`config.mk`:
```
export PLATFORM = sky130hd
export DESIGN_NAME = axis_s_fifo
export DESIGN_NICKNAME = d
export VERILOG_FILES = /design/src/rtl/axis_s_fifo.sv
export SDC_FILE = /design/constraint.sdc
export NUM_CORES = 1
export LEC_CHECK = 0
export CAP_MARGIN = 15
export CORE_AREA = 3 3 108 151
export CTS_CLUSTER_SIZE = 8
export DETAILED_ROUTE_END_ITERATION = 10
export DIE_AREA = 0 0 111 154
export PLACE_DENSITY = 0.72
export SLEW_MARGIN = 10
export SYNTH_ARGS = -nofsm -noshare
export SYNTH_HDL_FRONTEND = slang
export SYNTH_SLANG_ARGS = --single-unit
```
`constraint.sdc`:
```
create_clock -name aclk -period 2.5 [get_ports aclk]
set_input_delay 0.25 -clock aclk [delete_from_list [all_inputs] [get_ports aclk]]
set_output_delay 0.25 -clock aclk [all_outputs]
set_load 0.01 [all_outputs]
```
`src/rtl/axis_s_fifo.sv`:
```
// axis_s_fifo
// AXI-Stream slave for the 32-bit AXIS link. Incoming beats land in a small
// first-word-fall-through FIFO. A local consumer drains them through a
// valid/pop interface. Beats are also counted per packet, and the length of
// each completed packet is reported when its tlast beat is accepted.
//
// Ports
//   aclk        clock, all logic on the rising edge
//   areset_n    asynchronous active-low reset
//   tvalid      AXIS beat valid from the master
//   tready      AXIS ready back to the master (FIFO not full)
//   tlast       AXIS last-beat-of-packet flag
//   tdata       AXIS payload
//   rd_en       consumer pop request
//   data_valid  FIFO not empty; data_out/data_last are meaningful
//   data_out    head-of-FIFO payload (0 when empty)
//   data_last   head-of-FIFO tlast flag (0 when empty)
//   level       current FIFO occupancy, 0..DEPTH
//   pkt_done    one-cycle pulse after a tlast beat is accepted
//   pkt_len     beat count of the most recently completed packet
module axis_s_fifo #(
    parameter int DEPTH  = 4,
    parameter int ADDR_W = 2,
    parameter int CNT_W  = 16
) (
    input  logic              aclk,
    input  logic              areset_n,
    input  logic              tvalid,
    output logic              tready,
    input  logic              tlast,
    input  logic [31:0]       tdata,
    input  logic              rd_en,
    output logic              data_valid,
    output logic [31:0]       data_out,
    output logic              data_last,
    output logic [ADDR_W:0]   level,
    output logic              pkt_done,
    output logic [CNT_W-1:0]  pkt_len
);

    localparam logic [ADDR_W:0]  FULL_LEVEL = (ADDR_W + 1)'(DEPTH);
    localparam logic [ADDR_W:0]  LEVEL_ONE  = (ADDR_W + 1)'(1);
    localparam logic [ADDR_W-1:0] PTR_ONE   = ADDR_W'(1);
    localparam logic [CNT_W-1:0] CNT_ONE    = CNT_W'(1);
    localparam logic [CNT_W-1:0] CNT_MAX    = {CNT_W{1'b1}};

    // Each entry holds {tlast, tdata}.
    logic [32:0]       mem [DEPTH];
    logic [ADDR_W-1:0] wr_ptr;
    logic [ADDR_W-1:0] rd_ptr;
    logic [CNT_W-1:0]  word_cnt;
    logic              push;
    logic              pop;
    logic [CNT_W-1:0]  cnt_next;

    // Ready and valid come only from the registered occupancy. This keeps
    // tready free of any combinational path from tvalid. A pop on an empty
    // FIFO is therefore masked out.
    always_comb begin
        tready     = (level != FULL_LEVEL);
        data_valid = (level != '0);
        push       = tvalid & tready;
        pop        = rd_en & data_valid;
        cnt_next   = (word_cnt == CNT_MAX) ? CNT_MAX : word_cnt + CNT_ONE;
    end

    // Fall-through head. The output is forced to zero while empty, so the
    // consumer never sees stale data from an old entry.
    always_comb begin
        data_out  = '0;
        data_last = 1'b0;
        if (data_valid) begin
            data_out  = mem[rd_ptr][31:0];
            data_last = mem[rd_ptr][32];
        end
    end

    // Storage array. It has no reset, because contents are only observed
    // through data_valid, and that goes low when level is cleared.
    always_ff @(posedge aclk) begin
        if (push) begin
            mem[wr_ptr] <= {tlast, tdata};
        end
    end

    // Pointers and occupancy. Both pointers wrap naturally because DEPTH is
    // a power of two. A simultaneous push and pop leaves level unchanged.
    always_ff @(posedge aclk or negedge areset_n) begin
        if (!areset_n) begin
            wr_ptr <= '0;
            rd_ptr <= '0;
            level  <= '0;
        end else begin
            if (push) begin
                wr_ptr <= wr_ptr + PTR_ONE;
            end
            if (pop) begin
                rd_ptr <= rd_ptr + PTR_ONE;
            end
            case ({push, pop})
                2'b10:   level <= level + LEVEL_ONE;
                2'b01:   level <= level - LEVEL_ONE;
                default: level <= level;
            endcase
        end
    end

    // Packet accounting.
    // word_cnt holds the number of non-last beats seen so far in the current
    // packet. The tlast beat itself is added when pkt_len is loaded. Both
    // word_cnt and pkt_len saturate instead of wrapping on very long packets.
    always_ff @(posedge aclk or negedge areset_n) begin
        if (!areset_n) begin
            word_cnt <= '0;
            pkt_len  <= '0;
            pkt_done <= 1'b0;
        end else begin
            pkt_done <= 1'b0;
            if (push) begin
                if (tlast) begin
                    pkt_len  <= cnt_next;
                    word_cnt <= '0;
                    pkt_done <= 1'b1;
                end else begin
                    word_cnt <= cnt_next;
                end
            end
        end
    end

endmodule

```
* Yosys cells after proc, flatten, opt, wreduce, memory -nomap -nowiden
Memories as Yosys holds them, arrays and structs flattened. Cells that the tools add are included.
Cells by class: add/subtract/negate cells 5, equal/unequal tests 4, muxes and demuxes 9, bitwise operators 2, reductions and logical operators 3
Operator list (count):
- 2-to-1 mux 16 bit | 2
- 2-to-1 mux 32 bit | 1
- adder 16 x 1 -> 16 bit (second input constant) | 1
- == test 16 bit (second input constant) | 1
- case mux 3 bit (2 select lines) | 1
- 2-to-1 mux 1 bit | 5
- adder 2 x 1 -> 2 bit (second input constant) | 2
- adder 3 x 1 -> 3 bit (second input constant) | 1
- inequality test 3 bit (second input constant) | 1
- nonzero test 3 bit | 1
- subtractor 3 x 1 -> 3 bit (second input constant) | 1
- AND 1 bit | 2
- == test 2 x 1 -> 1 bit (second input constant) | 1
- == test 2 bit (second input constant) | 1
- AND reduction 2 bit | 1
- nonzero test 2 bit | 1
Word-level totals: register bits after elaboration 40, bits in writable memories 132, bits of input ports 37, output and inout bits 55, word-level logic and storage cells 30, memories 1
Memories:
- mem | words 4, width 33, read ports 1, clocked after Yosys merged registers in 0, write ports 1, line 48 | logic [32:0] mem [DEPTH];

* Depth between registers and ports, before layout
depth in word-level cells 4, depth in mapped cells 12

* Worst setup path after synthesis
OpenSTA, ideal clock, no wires.
kind reg-to-reg, from reg level[0], to reg level[2], setup time 0.079 ns, arrival 2.377 ns, required time 2.421 ns, path slack 0.043 ns, stages on the path, launching flop included 13, buffers on the path 3, period minus slack after synthesis 2.457 ns, cell sequence dfrtp_1 or3b_1 buf_6 and2_4 buf_6 clkinv_4 buf_4 ha_1 inv_1 fa_1 xor2_1 nor2_1 xor2_1
Between the ends: word-level cells in the longest chain between the ends 4, elaborated cells on any way between the ends 10
RTL lines:
- start: declaration | line 36 | output logic [ADDR_W:0] level,
- start signal: assignment | line 101 | 2'b10: level <= level + LEVEL_ONE;
- start signal: assignment | line 102 | 2'b01: level <= level - LEVEL_ONE;
- start signal: assignment | line 103 | default: level <= level;
- inequality test 3 bit (*) | line 60 | tready = (level != FULL_LEVEL);
- net tready | line 29 | output logic tready,
- AND 1 bit (*) | line 62 | push = tvalid & tready;
- == test 2 x 1 -> 1 bit or == test 2 bit (tied branches) | line 100 | case ({push, pop})
- case mux 3 bit (2 select lines) or nonzero test 2 bit (tied branches)
The timed path passes the listed nets; every way through them passes the cells marked *. A chain may end at the register's enable or synchronous reset.

* Worst setup path after layout
from reg rd_ptr[0], to out data_out[25]
Between the ends: word-level cells in the longest chain between the ends 2
RTL lines:
- start: declaration | line 50 | logic [ADDR_W-1:0] rd_ptr;
- start signal: assignment | line 98 | rd_ptr <= rd_ptr + PTR_ONE;
- memory read (4 x 33 bit)
- 2-to-1 mux 32 bit | line 72 | if (data_valid) begin
- end: declaration | line 34 | output logic [31:0] data_out,
Every way passes these cells.

==> results.sh <==
export IMPL_status="completed"
export IMPL_startpoint_type="flip-flop"
export IMPL_hold_viol=0
export IMPL_min_path_type="in -> reg"
export IMPL_syn_nets=471
export IMPL_post_place_ws_ns=0.263
export IMPL_yosysUniqueCellTypes=45
export IMPL_gp_congestion=0.822
export IMPL_ios=92
export IMPL_fin_ws_ns=0.0838
export IMPL_seq_area_frac_synth_pct=69.6
export IMPL_cts_root_buffer="clkbuf_16"
export IMPL_synth_xor_area_share_pct=2.33
export IMPL_vias_per_cell=5.55
export IMPL_min_period_over_period_pct=96.6
export IMPL_synth_common_cells="edfxtp_1, dfrtp_1, and2_1"
export IMPL_die_w_um=111
export IMPL_fin_setup_tns_ns=0
export IMPL_ys_flop_type="edfxtp_1"
export IMPL_antenna_found_initial=0
export IMPL_start_util_pct=47.4
export IMPL_fin_area_sq_um=8880
export IMPL_drc=0
export IMPL_wl_per_cell_um=19.2
export IMPL_crit_fanout=10
export IMPL_synthMuxAreaShare_pct=10.7
export IMPL_htreeDepth=4
export IMPL_wl_mm=14.0
export IMPL_drive_above_1_share_pct=18.1
export IMPL_yosys_area_top_type="edfxtp_1"
export IMPL_cts_buffer_depth=2
export IMPL_fin_hold_ws_ns=0.470
export IMPL_ys_ff_latch=172
export IMPL_antenna_cells=0
export IMPL_die_h_um=154
export IMPL_post_dp_hpwl_mm=9.02
export IMPL_fin_util_pct=59.0
export IMPL_rrSetupSlack_ns=0.25
export IMPL_crit_required_ns=2.25
export IMPL_first_pass_iters=7
export IMPL_stdcell_count=727
export IMPL_clock_latency_ns=0.42
export IMPL_timing_rr_start="level[0]"
export IMPL_power_density_nw_per_um2=1140
export IMPL_max_cap_violations=0
export IMPL_gr_total_overflow=0
export IMPL_skew_ns=0.0107
export IMPL_synth_edf_count=132
export IMPL_ys_async_sr_fraction_pct=23.3
export IMPL_synth_compound_area_share_pct=5.18
export IMPL_timing_worst_setup_path_type="reg -> out"
export IMPL_synth_most_common_cell="edfxtp_1"
export IMPL_setup_violations=0
export IMPL_first_global_vias=4275
export IMPL_fin_nets=566
export IMPL_clock_sinks=172
export IMPL_area_delta_synth_final_pct=24.5
export IMPL_synthAdderAreaFrac_pct=1.33
export IMPL_rsz0062_at_grt="true"
export IMPL_grt_max_degree=41
export IMPL_drv_slew=0
export IMPL_vias=4034
export IMPL_power_total_mw=10.1
export IMPL_crit_path_end_kind="output pin"
export IMPL_core_sq_um=15100
export IMPL_synth_area_sq_um=7130
export IMPL_first_iter_violations=178
export IMPL_ys_warnings_count=0
export IMPL_irDropWorstVdd_v=0.000600
export IMPL_fmaxAchievable_mhz=414
export IMPL_placed_area_sq_um=8250
export IMPL_clkTransAtPathRegs_ns=0.07
export IMPL_grt_first_pass_wirelength_mm=22.7
export IMPL_p_leak_nw=3.16
export IMPL_synthCells=427
export IMPL_synth_top_area_share_pct=55.6
export IMPL_dp_cells=692
export IMPL_ant_nets=0
export IMPL_crit_arrival_ns=2.17
export IMPL_crit_start="rd_ptr[0]"
export IMPL_period_needed_ns=2.42
export IMPL_relSlewSlack_pct=39.7
export IMPL_fp_dieArea_sq_um=17100
export IMPL_rr_worst_depth=9
export IMPL_worst_pin_slew_ns=0.905
export IMPL_crit_path_end="data_out[25]"
export IMPL_synth_area_leaders="edfxtp_1, dfrtp_1, mux4_2"
export IMPL_cts_buffers=17
export IMPL_timing_rr_end="level[2]"
export IMPL_cts_tree="yes"
export IMPL_portBuffers=91
export IMPL_rows=53
export IMPL_synthSimpleGateAreaFrac_pct=8.19
export IMPL_grt_usage_pct=17.0
export IMPL_avgSynthCellArea_sq_um=16.7
export IMPL_synth_top_family_by_area="multiplexers"
## flip-flops by register name, indices dropped and copies added (netlist names)
signal    count
wr_ptr        2
level         3
word_cnt     16
pkt_done      1
mem         132
rd_ptr        2
pkt_len      16
## metal layers
layer / share of wire [%] / GRT usage (%)
met3: 4.9 / 4.92
met4: 1.6 / 5.69
met1: 39 / 19.8
met2: 54 / 30.1
met5: 0 / 0
## worst max-delay path: stages, from the launching register on
cell	delay [ns]
dfrtp_2	0.41
buf_8	0.17
mux4_2	0.49
and2_1	0.20
clkdlybuf4s50_1	0.48
## cell families after synthesis
family	Yosys count
flops	172
simple gates	99
compound gates	58
buf+inv	37
mux	35
xor+xnor	19
fa+ha+maj	7
## area by class of cell
type | instances | area (sq um)
fill | 1150 | 6180
sequential | 172 | 4970
multi-input combinational | 218 | 1990
timing repair buffer | 105 | 1060
clock buffer | 17 | 425
tap | 192 | 240
clock inverter | 15 | 158
inverter | 8 | 35.0
## placed cells by master (no fill, tap or decap), types with 6 or more instances in the layout
cell / netlist / routed
nand4_1: 6 / 6
clkdlybuf4s50_1: 0 / 78
o22a_1: 7 / 7
a31oi_1: 7 / 7
nor2_1: 20 / 20
dlygate4sd2_1: 0 / 12
dfrtp_1: 40 / 39
and2_1: 34 / 34
xnor2_1: 10 / 10
inv_1: 6 / 6
xor2_1: 9 / 9
buf_4: 1 / 7
edfxtp_1: 132 / 132
ha_1: 6 / 6
mux4_2: 33 / 33
clkbuf_16: 0 / 18
nand2_1: 10 / 10
a21oi_1: 29 / 29
## power breakdown
part	internal [mW]	switching, mW	leakage [nW]	total (mW)
Sequential	3.73	0.227	1.72	3.96
Clock	1.33	1.19	0.282	2.52
Combinational	1.98	1.62	1.16	3.60
## worst min-delay path by stage
stage	slack (ns)	startpoint	depth (start not counted)	end
after floorplan	-0.05	areset_n	0	level[0]
after global placement	0.41	areset_n	1	pkt_len[5]
after detailed placement	0.43	areset_n	1	pkt_len[4]
after CTS	0.45	tdata[23]	1	mem[3][23]
after global routing	0.45	tdata[30]	1	mem[2][30]
final	0.47	tdata[17]	1	mem[3][17]
## what timing repair did
action / 4_1_cts / 5_1_grt
buffers inserted: 0 / 1
endpoints found under the setup margin: 14 / 21
gates resized for setup: 12 / 4
hold endpoints to repair: 40 / 0
gates cloned: 0 / 1
hold buffers: 1 / 0
Power figures use the tool's default switching activity.
